--- src/rtl/cc_frame_scheduler.sv ---
// C&C frame scheduler: holds four slot payloads, picks one slot per frame
// (dirty slots first, round-robin) and shifts a 59-bit word out MSB first.
//
// state  | meaning
// IDLE   | no frame on the wire, CC_OUT held low
// SHIFT  | bits 58..0 of the latched frame word are being driven
module cc_frame_scheduler #(
  parameter logic [3:0] ADDR_BASE = 4'd0
) (
  input  logic        CBCLK,
  input  logic        reset,
  input  logic        CLRCLK,
  input  logic        PTT,
  input  logic [3:0]  slot_en,
  input  logic        wr_en,
  input  logic [1:0]  wr_slot,
  input  logic [53:0] wr_data,
  output logic        CC_OUT,
  output logic        frame_active,
  output logic [1:0]  cur_slot,
  output logic [3:0]  dirty,
  output logic [3:0]  sent
);

  typedef enum logic {IDLE, SHIFT} state_t;

  state_t      state_q, state_d;
  logic        clr_q, clr_d;
  logic [58:0] sr_q, sr_d;
  logic [5:0]  cnt_q, cnt_d;
  logic [53:0] payload_q [4];
  logic [53:0] payload_d [4];
  logic [3:0]  dirty_q, dirty_d;
  logic [3:0]  sent_q, sent_d;
  logic [1:0]  cur_slot_q, cur_slot_d;
  logic [1:0]  last_sel_q, last_sel_d;
  logic        was_dirty_q, was_dirty_d;

  logic        frame_start;
  logic [3:0]  dirty_eff;
  logic [2:0]  dirty_pick;
  logic [2:0]  any_pick;
  logic [1:0]  sel;
  logic [3:0]  addr;

  // Returns {found, index}: first set bit of mask searching from last+1 upward.
  function automatic logic [2:0] rr_pick(input logic [3:0] mask, input logic [1:0] last);
    logic [2:0] r;
    logic [1:0] idx;
    r = 3'b000;
    for (int k = 4; k >= 1; k--) begin
      idx = last + k[1:0];
      if (mask[idx]) r = {1'b1, idx};
    end
    return r;
  endfunction

  // Selection, frame shifting, abort handling and register writes.
  always_comb begin
    state_d     = state_q;
    clr_d       = CLRCLK;
    sr_d        = sr_q;
    cnt_d       = cnt_q;
    payload_d   = payload_q;
    dirty_d     = dirty_q;
    sent_d      = 4'b0000;
    cur_slot_d  = cur_slot_q;
    last_sel_d  = last_sel_q;
    was_dirty_d = was_dirty_q;

    frame_start = clr_q & ~CLRCLK;

    // An aborted dirty frame never reached the radio, so it stays pending.
    dirty_eff = dirty_q;
    if (frame_start && (state_q == SHIFT) && was_dirty_q) dirty_eff[cur_slot_q] = 1'b1;

    dirty_pick = rr_pick(dirty_eff & slot_en, last_sel_q);
    any_pick   = rr_pick(slot_en, last_sel_q);
    sel        = dirty_pick[2] ? dirty_pick[1:0] : any_pick[1:0];
    addr       = ADDR_BASE + {2'b00, sel};

    if (state_q == SHIFT) begin
      if (cnt_q == 6'd0) begin
        state_d            = IDLE;
        sent_d[cur_slot_q] = was_dirty_q;
      end else begin
        sr_d  = {sr_q[57:0], 1'b0};
        cnt_d = cnt_q - 6'd1;
      end
    end

    if (frame_start) begin
      sent_d  = 4'b0000;
      dirty_d = dirty_eff;
      if (any_pick[2]) begin
        state_d      = SHIFT;
        sr_d         = {PTT, addr, payload_q[sel]};
        cnt_d        = 6'd58;
        last_sel_d   = sel;
        cur_slot_d   = sel;
        was_dirty_d  = dirty_eff[sel];
        dirty_d[sel] = 1'b0;
      end else begin
        state_d = IDLE;
      end
    end

    // Applied last so a coinciding write keeps its slot pending.
    if (wr_en) begin
      payload_d[wr_slot] = wr_data;
      dirty_d[wr_slot]   = 1'b1;
    end
  end

  // State and datapath registers.
  always_ff @(posedge CBCLK or posedge reset) begin
    if (reset) begin
      state_q     <= IDLE;
      clr_q       <= 1'b0;
      sr_q        <= '0;
      cnt_q       <= '0;
      payload_q   <= '{default: '0};
      dirty_q     <= 4'b0000;
      sent_q      <= 4'b0000;
      cur_slot_q  <= 2'd0;
      last_sel_q  <= 2'd3;
      was_dirty_q <= 1'b0;
    end else begin
      state_q     <= state_d;
      clr_q       <= clr_d;
      sr_q        <= sr_d;
      cnt_q       <= cnt_d;
      payload_q   <= payload_d;
      dirty_q     <= dirty_d;
      sent_q      <= sent_d;
      cur_slot_q  <= cur_slot_d;
      last_sel_q  <= last_sel_d;
      was_dirty_q <= was_dirty_d;
    end
  end

  assign frame_active = (state_q == SHIFT);
  assign CC_OUT       = frame_active & sr_q[58];
  assign cur_slot     = cur_slot_q;
  assign dirty        = dirty_q;
  assign sent         = sent_q;

endmodule

--- config.mk ---
export PLATFORM = sky130hd
export DESIGN_NAME = cc_frame_scheduler
export DESIGN_NICKNAME = d
export VERILOG_FILES = /design/src/rtl/cc_frame_scheduler.sv
export SDC_FILE = /design/constraint.sdc
export NUM_CORES = 1
export LEC_CHECK = 0
export BUFFER_PORTS_ARGS = -buffer_cell sky130_fd_sc_hd__buf_2
export CELL_PAD_IN_SITES_DETAIL_PLACEMENT = 1
export CELL_PAD_IN_SITES_GLOBAL_PLACEMENT = 2
export CORE_MARGIN = 1
export CORE_UTILIZATION = 43
export DETAILED_ROUTE_END_ITERATION = 8
export GPL_TIMING_DRIVEN = 0
export MAX_ROUTING_LAYER = met4
export PLACE_DENSITY = 0.79
export SLEW_MARGIN = 20
export SYNTH_ARGS = -nofsm -noshare
export SYNTH_HDL_FRONTEND = slang
export SYNTH_SLANG_ARGS = --single-unit
--- constraint.sdc ---
create_clock -name CBCLK -period 14.32 [get_ports CBCLK]
set_clock_uncertainty 0.2 [all_clocks]
set_input_delay 2.864 -clock CBCLK [delete_from_list [all_inputs] [get_ports CBCLK]]
set_output_delay 2.864 -clock CBCLK [all_outputs]
set_load 0.02 [all_outputs]
# After elaboration in Yosys (flattened, before gate mapping)
# Cells that the tools add are included.
dict set report totals {
  register_bits 296
  inputBits 65
  output_inout_bits 12
  wordCells 107
}
dict set report classes {
  addsub 4
  order_cmp 13
  mux 58
  n_bitwise 11
  n_reduce_logical 8
}
# op n
set ops {}
lappend ops {{$mux W59} 4}
lappend ops {{$bwmux W216} 1}
lappend ops {{$mux W54} 3}
lappend ops {{$bmux W54 S2} 1}
lappend ops {{$demux W54 S2} 1}
lappend ops {{$mux W4} 7}
lappend ops {{$mux W3} 8}
lappend ops {{$mux W6} 4}
lappend ops {{$lt A2 B3 Y1 const B} 7}
lappend ops {{$bmux W1 S2} 9}
lappend ops {{$mux W1} 16}
lappend ops {{$and A4 B4 Y4} 3}
lappend ops {{$or A4 B4 Y4} 2}
lappend ops {{$demux W1 S2} 3}
lappend ops {{$ge A2 B1 Y1 const B} 3}
lappend ops {{$ge A3 B3 Y1 const B} 2}
lappend ops {{$logic_and A1 B1 Y1} 6}
lappend ops {{$logic_not A6 Y1} 1}
lappend ops {{$not A2 Y3} 2}
lappend ops {{$sub A6 B1 Y6 const B} 1}
lappend ops {{$add A2 B2 Y2 const B} 2}
lappend ops {{$not A4 Y4} 1}
lappend ops {{$lt A3 B1 Y1 const B} 1}
lappend ops {{$add A2 B1 Y2 const B} 1}
lappend ops {{4 further kinds} 5}

# Depth between registers and ports, before layout
# Gate-level depths: netlist of the first run.
dict set report depth {
  depth_word 24
  ltp_mapped 12
  depth_no_buf 8
}

# Worst setup path after synthesis of the first run
# OpenSTA, ideal clock, no wires.
dict set report synth_timing {
  path_type {input to register}
  startpoint {input port slot_en[3]}
  endpoint {register sr_q[50]}
  setup_ns 0.077
  arrival_ns 4.783
  slack_ns 9.260
  cell_stages 10
  path_buffers 3
  path_cell_list {clkbuf_1 nand2_1 mux2_2 a21oi_1 o21bai_1 a311oi_2 buf_4 buf_4 mux2_2 o21ai_1}
}
dict set report synth_between {
  elab_chain_cells 14
  word_cells_on_any_way 32
  classes_between {mux (30); bitwise (2)}
}
# item line_no
set synth_lines {}
lappend synth_lines {{start: declaration} 14} ;# input logic [3:0] slot_en,
lappend synth_lines {{$and A4 B4 Y4} 77} ;# dirty_pick = rr_pick(dirty_eff & slot_en, last_sel_q);
lappend synth_lines {{$bmux W1 S2} 53} ;# if (mask[idx]) r = {1'b1, idx};
lappend synth_lines {{$mux W1 (not written as such)} 53}
lappend synth_lines {{$mux W3 (4 in series)} 53}
lappend synth_lines {{$mux W2} 79} ;# sel = dirty_pick[2] ? dirty_pick[1:0] : any_pick[1:0];
lappend synth_lines {{$not A2 Y3 (not written as such)} 97} ;# sr_d = {PTT, addr, payload_q[sel]};
lappend synth_lines {{$bmux W54 S2} 97}
lappend synth_lines {{$mux W54 (not written as such) (2 in series)} 97}
lappend synth_lines {{$mux W59 *} 95} ;# if (any_pick[2]) begin
lappend synth_lines {{$mux W59 *} 92} ;# if (frame_start) begin
lappend synth_lines {{via sr_d[50]} 29} ;# logic [58:0] sr_q, sr_d;
lappend synth_lines {{end signal: assignment} 131} ;# sr_q <= sr_d;
lappend synth_lines {{end: declaration} 29}
# The timed path passes the listed nets; every way through them passes the cells marked *. The select of a mux whose other input is x is not followed.
# A chain may end at the register's enable or synchronous reset.

# Worst setup path after layout of the first run
dict set report layout_timing {
  startpoint {input port CLRCLK}
  endpoint {register sr_q[51]}
}
dict set report layout_between {
  elab_chain_cells 19
  word_cells_on_any_way 25
  classes_between {mux (19); bitwise (4); reduce/logical (2)}
}
# item line_no
set layout_lines {}
lappend layout_lines {{start: declaration} 12} ;# input logic CLRCLK,
lappend layout_lines {{$not A1 Y1 *} 71} ;# frame_start = clr_q & ~CLRCLK;
lappend layout_lines {{$and A1 B1 Y1 *} 71}
lappend layout_lines {{$logic_and A1 B1 Y1 (2 in series)} 75} ;# if (frame_start && (state_q == SHIFT) && was_dirty_q) dirty_eff[cur_slot_q] = 1'b1;
lappend layout_lines {{$mux W4} 75}
lappend layout_lines {{$and A4 B4 Y4} 77}
lappend layout_lines {{$bmux W1 S2} 53}
lappend layout_lines {{$mux W1 (not written as such)} 53}
lappend layout_lines {{$mux W3 (4 in series)} 53}
lappend layout_lines {{$mux W2} 79}
lappend layout_lines {{$not A2 Y3 (not written as such)} 97}
lappend layout_lines {{$bmux W54 S2} 97}
lappend layout_lines {{$mux W54 (not written as such) (2 in series)} 97}
lappend layout_lines {{$mux W59} 95}
lappend layout_lines {{$mux W59 *} 92}
lappend layout_lines {{via sr_d[51]} 29}
# Marks and branches as above.

==> insert_results.sql, run 1 <==
INSERT INTO impl_metrics (metric_group, metric, value, unit) VALUES
('outcome', 'outcome', 'finished, final reports clean', ''),
('power', 'peak_vdd_ir', '0.08687', 'mV'),
('logic_synthesis', 'synth_enable_flop_cells', '0', ''),
('finish', 'final_common_cell', 'sky130_fd_sc_hd__mux2_2', ''),
('power', 'power', '0.003209', 'W'),
('cts', 'clkTransAtPathRegs', '50', 'ps'),
('logic_synthesis', 'synth_mux_area_frac', '0.3449', ''),
('die', 'core', '0.03164', 'mm2'),
('logic_synthesis', 'synthAdderAreaFrac', '0.0009008', ''),
('cts', 'cts_buffers', '35', ''),
('logic_synthesis', 'synth_simple_gate_area_share', '0.04000', ''),
('finish', 'post_route_cell_area', '0.01599', 'mm2'),
('cts', 'cts_tree', 'built', ''),
('finish', 'final_cell_mix', 'sky130_fd_sc_hd__mux2_2 (322), sky130_fd_sc_hd__dfrtp_1 (294), sky130_fd_sc_hd__mux2i_1 (113)', ''),
('worst_setup_path', 'crit_type', 'input pin to register', ''),
('routing', 'drt-pass1-iter-count', '4', ''),
('cts', 'post_cts.repair.setup_buffers', '0', ''),
('logic_synthesis', 'yosysSeqAreaShare', '0.5335', ''),
('power', 'total_leakage_power', '7.185', 'nW'),
('die', 'die_area', '0.03302', 'mm2'),
('timing', 'drv_slew', '0', ''),
('placed_design', 'placed_area', '0.01486', 'mm2'),
('worst_setup_path', 'slowest_stage_cell_crit_path', 'sky130_fd_sc_hd__a311oi_2', ''),
('worst_setup_path', 'worstPathCellList', 'buf_2 > nand4b_1 > o41a_1 > o21ai_2 > a211oi_1 > a311oi_2 > buf_4 > buf_4 > mux2_1 > o21ai_1', ''),
('cts', 'cts_root_buffer', 'sky130_fd_sc_hd__clkbuf_16', ''),
('worst_setup_path', 'critPathArrivalTime', '5730', 'ps'),
('routing', 'vias_per_cell', '5.395', ''),
('placed_design', 'dpl.hpwl', '20820', 'um'),
('worst_setup_path', 'crit_fanout', '10', ''),
('global_routing', 'grt_pass1_vias', '9611', ''),
('routing', 'drc_errors', '0', ''),
('logic_synthesis', 'synth_xor_xnor_area_share', '0.001892', ''),
('power', 'power_density', '200.7', 'mW/mm2'),
('worst_hold_path', 'min-delay-path-class', 'register to register', ''),
('logic_synthesis', 'synth_nets', '1113', ''),
('logic_synthesis', 'synth.ff_latch_count', '296', ''),
('timing', 'rsz0062_at_grt', 'no', ''),
('routing', 'route.final.wire_length', '31010', 'um'),
('routing', 'wl_per_instance', '19.50', 'um'),
('die', 'top_level_ports', '77', ''),
('logic_synthesis', 'syn_inst', '1047', ''),
('logic_synthesis', 'synth_top_family_by_area', 'multiplexers', ''),
('logic_synthesis', 'synth_compound_gate_area_share', '0.04756', ''),
('global_routing', 'grt_max_degree', '104', ''),
('timing', 'layout_min_cycle_time', '5502', 'ps'),
('cts', 'htreeDepth', '2', ''),
('die', 'die_h', '181.7', 'um'),
('global_routing', 'grt_antenna_before_repair', '1', ''),
('finish', 'finalNetCount', '1227', ''),
('timing', 'finalCritPeriodShare', '0.3842', ''),
('routing', 'drtIter0Drc', '315', ''),
('global_routing', 'globalRouteTotalUtil', '0.2049', ''),
('routing', 'antenna_left', '0', ''),
('cts', 'postCtsHoldBufs', '0', ''),
('timing', 'report.final.setup_viol', '0', ''),
('worst_setup_path', 'critical-path-top-cell-by-count', 'sky130_fd_sc_hd__buf_4', ''),
('timing', 'max-slew-margin-rel', '0.3754', ''),
('die', 'die_x', '181.7', 'um'),
('logic_synthesis', 'synth_warn', '0', ''),
('routing', 'routed-via-count', '8578', ''),
('worst_setup_path', 'crit_path_max_incr_delay', '700', 'ps'),
('global_routing', 'globalRoute.totalOverflow', '0', ''),
('logic_synthesis', 'ys_types', '54', ''),
('cts', 'cts.sink_count', '296', ''),
('placed_design', 'quantity_of_i_o_buffers_inserted_on_ports', '74', ''),
('logic_synthesis', 'async_flop_share', '1.000', ''),
('logic_synthesis', 'synthesis.area', '0.01389', 'mm2'),
('placed_design', 'routability_congestion', '0.7882', ''),
('logic_synthesis', 'most_frequently_used_flop_master_after_synthesis', 'sky130_fd_sc_hd__dfrtp_1', ''),
('global_routing', 'grt_pass1_wl', '52010', 'um'),
('cts', 'cts_repair_resize_count', '0', '');
## state kept, by name (all words and copies together), names as in the netlist
name / count
frame_active: 1
dirty: 4
sr_q: 59
cnt_q: 6
last_sel_q: 2
cur_slot: 2
payload_q: 216
clr_q: 1
was_dirty_q: 1
sent: 4
## final timing paths
kind,startpoint,to,slack [ps],cells after the start
max,CLRCLK,sr_q[51],8820,10
min,payload_q[15],payload_q[15],300,1
max reg2reg,frame_active,sr_q[51],10790,9
min reg2reg,payload_q[15],payload_q[15],300,1
max in group asynchronous,reset,payload_q[95],10710,4
min in group asynchronous,reset,payload_q[11],2150,2
## kinds of logic after synthesis
kind of cell               count (synthesis)
DFF                                      296
muxes                                    438
adders and majority gates                  1
buffers and inverters                     79
AOI/OAI and AO/OA                        109
xor gates and xnor gates                   3
and+or+nand+nor                          121
## power by group
part	internal, W	total [W]	switching [W]	leakage, nW
logic	0.000615	0.00119	0.000571	3.09
registers	0.00105	0.00116	0.000116	3.54
clock network	0.000520	0.000858	0.000338	0.553
## Yosys cell counts (all sizes together) (2+ instances only)
library cell | instances | area [um2]
nor3 | 10 | 50.05
nand2b | 6 | 37.54
or2 | 2 | 12.52
o211ai | 2 | 15.01
nand3 | 5 | 25.02
nor2 | 15 | 56.30
o21bai | 2 | 18.77
dfrtp | 294 | 7357
a21oi | 11 | 55.05
inv | 11 | 41.29
mux2 | 325 | 3660
nand3b | 5 | 37.54
mux2i | 113 | 1131
o21ai | 70 | 354.1
buf | 18 | 190.2
dfstp | 2 | 52.55
clkbuf | 50 | 202.7
xnor2 | 2 | 17.52
nor3b | 3 | 22.52
nand2 | 67 | 254.0
a311oi | 2 | 23.77
and3 | 2 | 12.51
a211oi | 2 | 15.01
a31oi | 9 | 62.56
## metal layers
metal,wire length [um],vias up,global-route usage
met1,14900,4436,0.2775
met4,523,0,0.05051
met3,885,45,0.02828
met5,0,-,-
met2,14700,118,0.3255
li1,-,3979,-
## critical path, delay by kind of cell
family | cells | cell delay, ps
and+or+nand+nor | 1 | 330
muxes | 1 | 360
buffers and inverters | 3 | 700
AOI/OAI and AO/OA | 5 | 1470
## area by class of cell
type	instances	area [um2]	share of cell area
sequential	296	7410	0.4634
buffer	68	392.9	0.02457
clock inverter	6	32.53	0.002034
multi-input combinational	672	6057	0.3788
antenna	1	2.502	0.0001565
inverter	11	48.80	0.003052
timing repair buffer	77	452.9	0.02833
tap	402	503.0	0.03146
clock buffer	57	1091	0.06823
## stage by stage
stage	TNS (ps)	hold WS, ps	setup slack [ps]	std cells	util
floorplan	0	271.4	3083	1047	-
global placement	-88770	286.0	-322.5	1523	0.4666
detailed placement	0	292.8	8239	1526	0.4698
CTS	0	305.3	8752	1589	0.5054
global route	0	309.2	8703	1590	0.5054
finish	0	299.8	8818	1590	0.5054
Power figures use the tool's default switching activity.
==> inputs of run 2 (changes only) <==
- CORE_UTILIZATION: 43 -> 39
- PLACE_DENSITY: 0.79 -> 0.76
- clock period: 14.32 -> 4.7 ns (I/O delays scaled with it)
==> run 2 against run 1 <==
Effect of this change:
- critical endpoint is now sr_q[50]
- routed wire length grew 2.1%
- flip-flop and latch count is the same
- global-route usage shrank 1.5 points
- combinational power grew to 3.0 times the previous value
- design area grew 1.4%
- register-to-register slack lost 9700 ps
- hold slack lost 32 ps
- utilization shrank 4.0 points
- critical path type unchanged
- highest routed layer unchanged
- setup slack lost 7800 ps
==> insert_results.sql, run 2 (same netlist as run 1, synthesis figures left out) <==
INSERT INTO impl_metrics (metric_group, metric, value, unit) VALUES
('die', 'die_area', '0.03637', 'mm2'),
('timing', 'finalHoldViolations', '0', ''),
('finish', 'final_cell_mix', 'sky130_fd_sc_hd__mux2_2 (322), sky130_fd_sc_hd__dfrtp_1 (294), sky130_fd_sc_hd__mux2i_1 (113)', ''),
('routing', 'drc_errors', '0', ''),
('timing', 'report.final.setup_viol', '0', ''),
('routing', 'm1WireLength', '14820', 'um'),
('worst_setup_path', 'crit_type', 'input pin to register', ''),
('timing', 'maxClockFrequency', '273.8', 'MHz'),
('worst_setup_path', 'critPathArrivalTime', '3880', 'ps'),
('placed_design', 'routability_congestion', '0.8011', ''),
('global_routing', 'grt_max_degree', '33', ''),
('routing', 'vias_per_cell', '5.204', ''),
('cts', 'cts_tree', 'built', ''),
('cts', 'cts_root_buffer', 'sky130_fd_sc_hd__clkbuf_16', ''),
('finish', 'regMostFlops', 'payload_q', ''),
('job', 'maxCapViolCount', '0', ''),
('global_routing', 'grt_pass1_vias', '9514', ''),
('cts', 'clkTransAtPathRegs', '60', 'ps'),
('timing', 'timing.final.ws_setup', '1048', 'ps'),
('routing', 'route.final.wire_length', '31670', 'um'),
('die', 'start_util', '0.3991', ''),
('cts', 'post_cts.repair.setup_buffers', '0', ''),
('routing', 'highest-signal-layer', 'met4', ''),
('routing', 'routed-via-count', '8582', ''),
('cts', 'cts_repair_resize_count', '0', ''),
('routing', 'drtIter0Drc', '237', ''),
('timing', 'worst_slew_pin_tran', '911.6', 'ps'),
('cts', 'clk_latency', '510', 'ps'),
('routing', 'routed_wire_length_on_met3', '881', 'um'),
('die', 'die_x', '190.7', 'um'),
('global_routing', 'globalRoute.totalOverflow', '0', ''),
('routing', 'wl_met2', '15450', 'um'),
('finish', 'flow.area_growth_from_synthesis', '16.71', '%'),
('power', 'total_leakage_power', '7.259', 'nW'),
('cts', 'postCtsHoldBufs', '0', ''),
('worst_setup_path', 'start_kind', 'input pin', ''),
('finish', 'layoutNonFillerInstCount', '1649', ''),
('finish', 'final_common_cell', 'sky130_fd_sc_hd__mux2_2', ''),
('placed_design', 'quantity_of_i_o_buffers_inserted_on_ports', '74', ''),
('cts', 'cts_buffers', '35', ''),
('finish', 'finalNetCount', '1234', ''),
('timing', 'max-slew-margin-rel', '0.3923', ''),
('placed_design', 'placed_area', '0.01505', 'mm2'),
('worst_hold_path', 'min-delay-path-class', 'input pin to asynchronous set/reset pin', ''),
('die', 'top_level_ports', '77', ''),
('finish', 'post_route_cell_area', '0.01621', 'mm2'),
('power', 'peak_vdd_ir', '0.2973', 'mV'),
('finish', 'number_of_flip_flops_under_the_largest_register_name', '216', ''),
('placed_design', 'number_of_cells_in_the_design_after_placement', '1586', ''),
('finish', 'drive_above_1_share', '0.4158', ''),
('die', 'core.rowCount', '68', ''),
('power', 'power_density', '605.7', 'mW/mm2'),
('worst_setup_path', 'worst-endpoint-required', '4930', 'ps'),
('outcome', 'outcome', 'finished, final reports clean', ''),
('global_routing', 'grt_antenna_before_repair', '1', ''),
('die', 'die_h', '190.7', 'um'),
('routing', 'drt-pass1-iter-count', '4', ''),
('cts', 'htreeDepth', '2', ''),
('die', 'core', '0.03480', 'mm2'),
('global_routing', 'grt_pass1_wl', '52860', 'um'),
('placed_design', 'dpl_worst_slack', '512.0', 'ps'),
('worst_setup_path', 'crit_fanout', '10', ''),
('timing', 'layout_min_cycle_time', '3652', 'ps'),
('finish', 'biggestRegsByFlops', 'payload_q (216), sr_q (59), cnt_q (6)', ''),
('timing', 'drv_slew', '0', ''),
('placed_design', 'dpl.hpwl', '21750', 'um'),
('timing', 'finalCritPeriodShare', '0.7770', ''),
('global_routing', 'globalRouteTotalUtil', '0.1894', ''),
('routing', 'antenna_left', '0', ''),
('routing', 'wl_per_instance', '19.20', 'um'),
('timing', 'rsz0062_at_grt', 'no', ''),
('worst_setup_path', 'crit_path_end_kind', 'register', ''),
('cts', 'cts.sink_count', '296', ''),
('cts', 'cts-root-to-sink-buffers', '3', '');
-- run 2: final timing paths --
| path | start | end | slack [ps] | depth (start not counted) |
|---|---|---|---|---|
| worst max-delay path | CLRCLK | sr_q[50] | 1050 | 10 |
| worst min-delay path | reset | payload_q[66] | 270 | 2 |
| worst max register to register | frame_active | sr_q[50] | 1100 | 9 |
| worst min register to register | payload_q[79] | payload_q[79] | 300 | 1 |
| max in group asynchronous | reset | sr_q[42] | 2850 | 6 |
| min in group CBCLK | payload_q[79] | payload_q[79] | 300 | 1 |
-- run 2: power by group --
group | internal [W] | switching, W
Combinational | 0.00188 | 0.00172
Sequential | 0.00319 | 0.000360
Clock | 0.00161 | 0.00105
Total | 0.00669 | 0.00313
-- run 2: worst max-delay path, cell delays in order --
cell,delay [ps]
sky130_fd_sc_hd__buf_2,130
sky130_fd_sc_hd__nand4b_1,340
sky130_fd_sc_hd__o41a_1,460
sky130_fd_sc_hd__a21oi_1,160
sky130_fd_sc_hd__a311oi_1,80
sky130_fd_sc_hd__a311oi_2,710
sky130_fd_sc_hd__buf_4,340
sky130_fd_sc_hd__buf_4,230
sky130_fd_sc_hd__mux2_2,350
sky130_fd_sc_hd__o21ai_1,120
-- run 2: layout make-up --
| cell class | instances | area, um2 |
|---|---|---|
| diodes | 1 | 2.502 |
| plain buffers | 68 | 392.9 |
| clock buffers | 54 | 1099 |
| clock inverters | 8 | 57.56 |
| fillers | 3541 | 18590 |
| inverters | 11 | 45.04 |
| multi-input cells | 672 | 6057 |
| flip-flops and latches | 296 | 7410 |
| well taps | 455 | 569.3 |
| repair buffers | 84 | 578.1 |
-- run 2: through the flow --
| stage | hold WS (ps) | setup TNS (ps) | power (W) | util |
|---|---|---|---|---|
| 2_1_floorplan | 271.4 | -108630 | 0.006319 | - |
| 3_3_place_gp | 285.9 | -644460 | 0.007140 | 0.4263 |
| 3_5_place_dp | 293.3 | 0 | 0.007250 | 0.4325 |
| 4_1_cts | 264.4 | 0 | 0.009980 | 0.4658 |
| 5_1_grt | 291.9 | 0 | 0.01042 | 0.4658 |
| 6_report | 267.4 | 0 | 0.009819 | 0.4658 |
-- run 2: per-layer routing --
layer	global-route usage	up-vias
met4	0.04154	0
li1	-	4000
met1	0.2534	4453
met2	0.3060	92
met5	-	-
met3	0.02576	37
==> inputs of run 3 (changes only) <==
- ABC_AREA: default -> 1
- CORE_UTILIZATION: 39 -> 33
- PLACE_DENSITY: 0.76 -> 0.77
- clock period: 4.7 -> 3.1 ns (I/O delays scaled with it)
==> run 3 against run 2 <==
Effect of this change:
- flip-flop and latch count unchanged
- global-route usage increased by 3.2 points
- die area increased by 25%
- final cell count increased by 64%
- routed wire length increased by 47%
- combinational power increased to 3.1 times the previous value
- register-to-register slack got worse by 910 ps
==> insert_results.sql, run 3 <==
INSERT INTO impl_metrics (metric_group, metric, value, unit) VALUES
('worst_setup_path', 'critPathArrivalTime', '3200', 'ps'),
('finish', 'biggestRegsByFlops', 'payload_q (216), sr_q (59), cnt_q (6)', ''),
('timing', 'max-slew-margin-rel', '0.4135', ''),
('finish', 'number_of_flip_flops_under_the_largest_register_name', '216', ''),
('logic_synthesis', 'synth_enable_flop_cells', '0', ''),
('worst_hold_path', 'hold_path_startpoint', 'CLRCLK', ''),
('cts', 'clk_latency', '550', 'ps'),
('worst_setup_path', 'crit_fanout', '10', ''),
('cts', 'cts_buffers', '37', ''),
('finish', 'drive_above_1_share', '0.1090', ''),
('placed_design', 'dpl.hpwl', '33020', 'um'),
('routing', 'route.final.wire_length', '46680', 'um'),
('cts', 'clkTransAtPathRegs', '60', 'ps'),
('timing', 'drv_slew', '0', ''),
('logic_synthesis', 'most_frequently_used_flop_master_after_synthesis', 'sky130_fd_sc_hd__dfrtp_1', ''),
('worst_setup_path', 'worstRegToRegCells', '16', ''),
('routing', 'drc_errors', '0', ''),
('timing', 'maxClockFrequency', '344.1', 'MHz'),
('worst_setup_path', 'regToRegEndpoint', 'sr_q[49]', ''),
('timing', 'layout_min_cycle_time', '2907', 'ps'),
('finish', 'flow.area_growth_from_synthesis', '18.39', '%'),
('die', 'top_level_ports', '77', ''),
('routing', 'wl_per_instance', '17.26', 'um'),
('worst_setup_path', 'crit_path_end_kind', 'register', ''),
('worst_setup_path', 'reg2reg_setup_slack', '190', 'ps'),
('finish', 'regMostFlops', 'payload_q', ''),
('cts', 'cts_tree', 'built', ''),
('timing', 'timing.final.ws_setup', '193.5', 'ps'),
('logic_synthesis', 'async_flop_share', '1.000', ''),
('placed_design', 'routability_congestion', '0.7744', ''),
('logic_synthesis', 'synth.ff_latch_count', '296', ''),
('timing', 'finalHoldViolations', '0', ''),
('die', 'core', '0.04346', 'mm2'),
('job', 'maxCapViolCount', '0', ''),
('logic_synthesis', 'yosysSeqAreaShare', '0.5051', ''),
('routing', 'antenna_left', '0', ''),
('global_routing', 'grt_max_degree', '34', ''),
('placed_design', 'placed_area', '0.01599', 'mm2'),
('worst_setup_path', 'worst-endpoint-required', '3390', 'ps'),
('power', 'total_leakage_power', '9.187', 'nW'),
('worst_hold_path', 'holdPathEnd', 'clr_q', ''),
('routing', 'vias_per_cell', '4.829', ''),
('global_routing', 'grt_pass1_vias', '13605', ''),
('logic_synthesis', 'synthesis.area', '0.01467', 'mm2'),
('routing', 'routed-via-count', '13058', ''),
('worst_hold_path', 'min-delay-path-class', 'input pin to register', ''),
('die', 'start_util', '0.3376', ''),
('cts', 'cts_root_buffer', 'sky130_fd_sc_hd__clkbuf_16', ''),
('placed_design', 'quantity_of_i_o_buffers_inserted_on_ports', '76', ''),
('finish', 'layoutNonFillerInstCount', '2704', ''),
('global_routing', 'globalRoute.totalOverflow', '0', ''),
('logic_synthesis', 'netlist.top_cell.by_area', 'sky130_fd_sc_hd__dfrtp_1', ''),
('finish', 'finalNetCount', '2161', ''),
('routing', 'drt-pass1-iter-count', '5', ''),
('global_routing', 'globalRouteTotalUtil', '0.2212', ''),
('logic_synthesis', 'synth_warn', '0', ''),
('logic_synthesis', 'synth_top_cells_by_count', 'sky130_fd_sc_hd__nand2_1 (556), sky130_fd_sc_hd__inv_1 (349), sky130_fd_sc_hd__nand3_1 (337)', ''),
('outcome', 'outcome', 'finished, final reports clean', ''),
('logic_synthesis', 'synth_nets', '2031', ''),
('die', 'die_area', '0.04530', 'mm2'),
('timing', 'report.final.setup_viol', '0', ''),
('global_routing', 'grt_pass1_wl', '75210', 'um'),
('cts', 'cts-root-to-sink-buffers', '3', ''),
('finish', 'final_cell_mix', 'sky130_fd_sc_hd__nand2_1 (553), sky130_fd_sc_hd__inv_1 (348), sky130_fd_sc_hd__nand3_1 (336)', ''),
('worst_hold_path', 'whs_path_depth', '1', ''),
('finish', 'post_route_cell_area', '0.01737', 'mm2'),
('finish', 'final_common_cell', 'sky130_fd_sc_hd__nand2_1', ''),
('logic_synthesis', 'synth_area_per_cell', '7.465', 'um2'),
('routing', 'drtIter0Drc', '728', ''),
('logic_synthesis', 'yosys-top-cells-area', 'sky130_fd_sc_hd__dfrtp_1 (50%), sky130_fd_sc_hd__nand2_1 (14%), sky130_fd_sc_hd__nand3_1 (11%), sky130_fd_sc_hd__inv_1 (8.9%), sky130_fd_sc_hd__o21ai_0 (7.8%)', ''),
('timing', 'worst_slew_pin_tran', '877.2', 'ps'),
('cts', 'htreeDepth', '2', ''),
('worst_setup_path', 'crit_type', 'register to register', ''),
('timing', 'finalCritPeriodShare', '0.9376', ''),
('placed_design', 'number_of_cells_in_the_design_after_placement', '2636', ''),
('placed_design', 'dpl_worst_slack', '-472.1', 'ps'),
('timing', 'whs', '32.90', 'ps'),
('finish', 'num_antenna_cells', '0', ''),
('logic_synthesis', 'syn_inst', '1965', ''),
('logic_synthesis', 'synthDominantCellAreaShare', '0.5015', ''),
('worst_setup_path', 'r2r-start', 'clr_q', ''),
('power', 'peak_vdd_ir', '0.5549', 'mV'),
('die', 'die_x', '212.8', 'um'),
('logic_synthesis', 'ys_types', '31', ''),
('global_routing', 'grt_antenna_before_repair', '0', ''),
('die', 'die_h', '212.8', 'um'),
('logic_synthesis', 'dominant_cell_by_count_in_the_synthesized_netlist', 'sky130_fd_sc_hd__nand2_1', ''),
('cts', 'cts.sink_count', '296', ''),
('worst_setup_path', 'start_kind', 'register', ''),
('die', 'core.rowCount', '76', ''),
('power', 'power_density', '1201', 'mW/mm2');
==> run 3: changes by cell type after synthesis, moves of 10 or more <==
cell | previous run | this run
sky130_fd_sc_hd__buf_2 | 8 | 22
sky130_fd_sc_hd__clkbuf_1 | 46 | 76
sky130_fd_sc_hd__inv_1 | 11 | 349
sky130_fd_sc_hd__mux2_2 | 322 | 0
sky130_fd_sc_hd__mux2i_1 | 113 | 0
sky130_fd_sc_hd__nand2_1 | 66 | 556
sky130_fd_sc_hd__nand3_1 | 5 | 337
sky130_fd_sc_hd__nand3_2 | 0 | 10
sky130_fd_sc_hd__nor2_1 | 15 | 25
sky130_fd_sc_hd__o21ai_0 | 13 | 229
sky130_fd_sc_hd__o21ai_1 | 56 | 7
==> run 3: worst max path at each step <==
stage	to	from	slack, ps
5_1_grt	sr_q[28]	clr_q	-30
3_3_place_gp	payload_q[172]	reset	-3740
2_1_floorplan	clr_q	reset	-1650
4_1_cts	sr_q[49]	clr_q	40
6_report	sr_q[49]	clr_q	190
3_5_place_dp	sr_q[38]	CLRCLK	-470
==> run 3: per-layer routing <==
metal,vias to the layer above,share of wire,GRT usage
met3,60,0.026,0.02265
met4,0,0.019,0.06028
met2,158,0.47,0.3527
met5,-,0,-
li1,6363,-,-
met1,6477,0.49,0.2994
==> run 3: timing repair <==
item | in CTS | in global routing
pin swaps | 1 | 3
cloned | 0 | 1
resized for setup | 13 | 46
setup endpoints to repair | 55 | 61
hold endpoints to repair | 10 | 0
hold buffers | 1 | 0
buffers inserted | 3 | 2
==> run 3: cells by family after synthesis <==
kind of cell | count (synthesis) | share of synthesized area
adder cells (fa/ha/maj) | 1 | 0.0008528
AND/OR/NAND/NOR | 938 | 0.2747
AO/OA/AOI/OAI | 253 | 0.08837
XOR/XNOR | 2 | 0.001706
buffers and inverters | 475 | 0.1293
flip-flops | 296 | 0.5051
==> run 3: worst max-delay path, cell delays in order (launching register included) <==
cell and delay, ps:
sky130_fd_sc_hd__dfrtp_1 400, sky130_fd_sc_hd__inv_2 60, sky130_fd_sc_hd__nor2_4 160, sky130_fd_sc_hd__nand2_2 120, sky130_fd_sc_hd__o21bai_4 170, sky130_fd_sc_hd__nand2_1 80, sky130_fd_sc_hd__nand2_1 120, sky130_fd_sc_hd__nor2_1 110
sky130_fd_sc_hd__a21boi_1 300, sky130_fd_sc_hd__nand2_1 110, sky130_fd_sc_hd__o21ai_2 160, sky130_fd_sc_hd__buf_6 230, sky130_fd_sc_hd__clkbuf_4 250, sky130_fd_sc_hd__nand3_1 140, sky130_fd_sc_hd__nand3_1 110, sky130_fd_sc_hd__nand2_1 70
sky130_fd_sc_hd__inv_1 50
==> run 3: cell type report <==
type,instances,area (um2)
plain buffers,117,648.1
clock buffers,52,1032
clock inverters,11,112.6
fillers,5383,26090
inverters,356,1340
multi-input cells,1194,5438
flip-flops and latches,296,7411
well taps,585,732.0
repair buffers,93,653.1
==> run 3: through the flow <==
step / total power, W / util / TNS, ps
after floorplan: 0.01259 / - / -486140
after global placement: 0.01580 / 0.3632 / -1117030
after detailed placement: 0.01611 / 0.3678 / -24700
after CTS: 0.02058 / 0.3955 / 0
after global routing: 0.02260 / 0.3996 / -105.8
final: 0.02086 / 0.3996 / 0
==> run 3: where the power goes <==
group	internal (W)	total, W	switching (W)	leakage [nW]
clock	0.00248	0.00417	0.00169	0.568
combinational	0.00388	0.0113	0.00745	4.98
sequential	0.00482	0.00537	0.000541	3.64
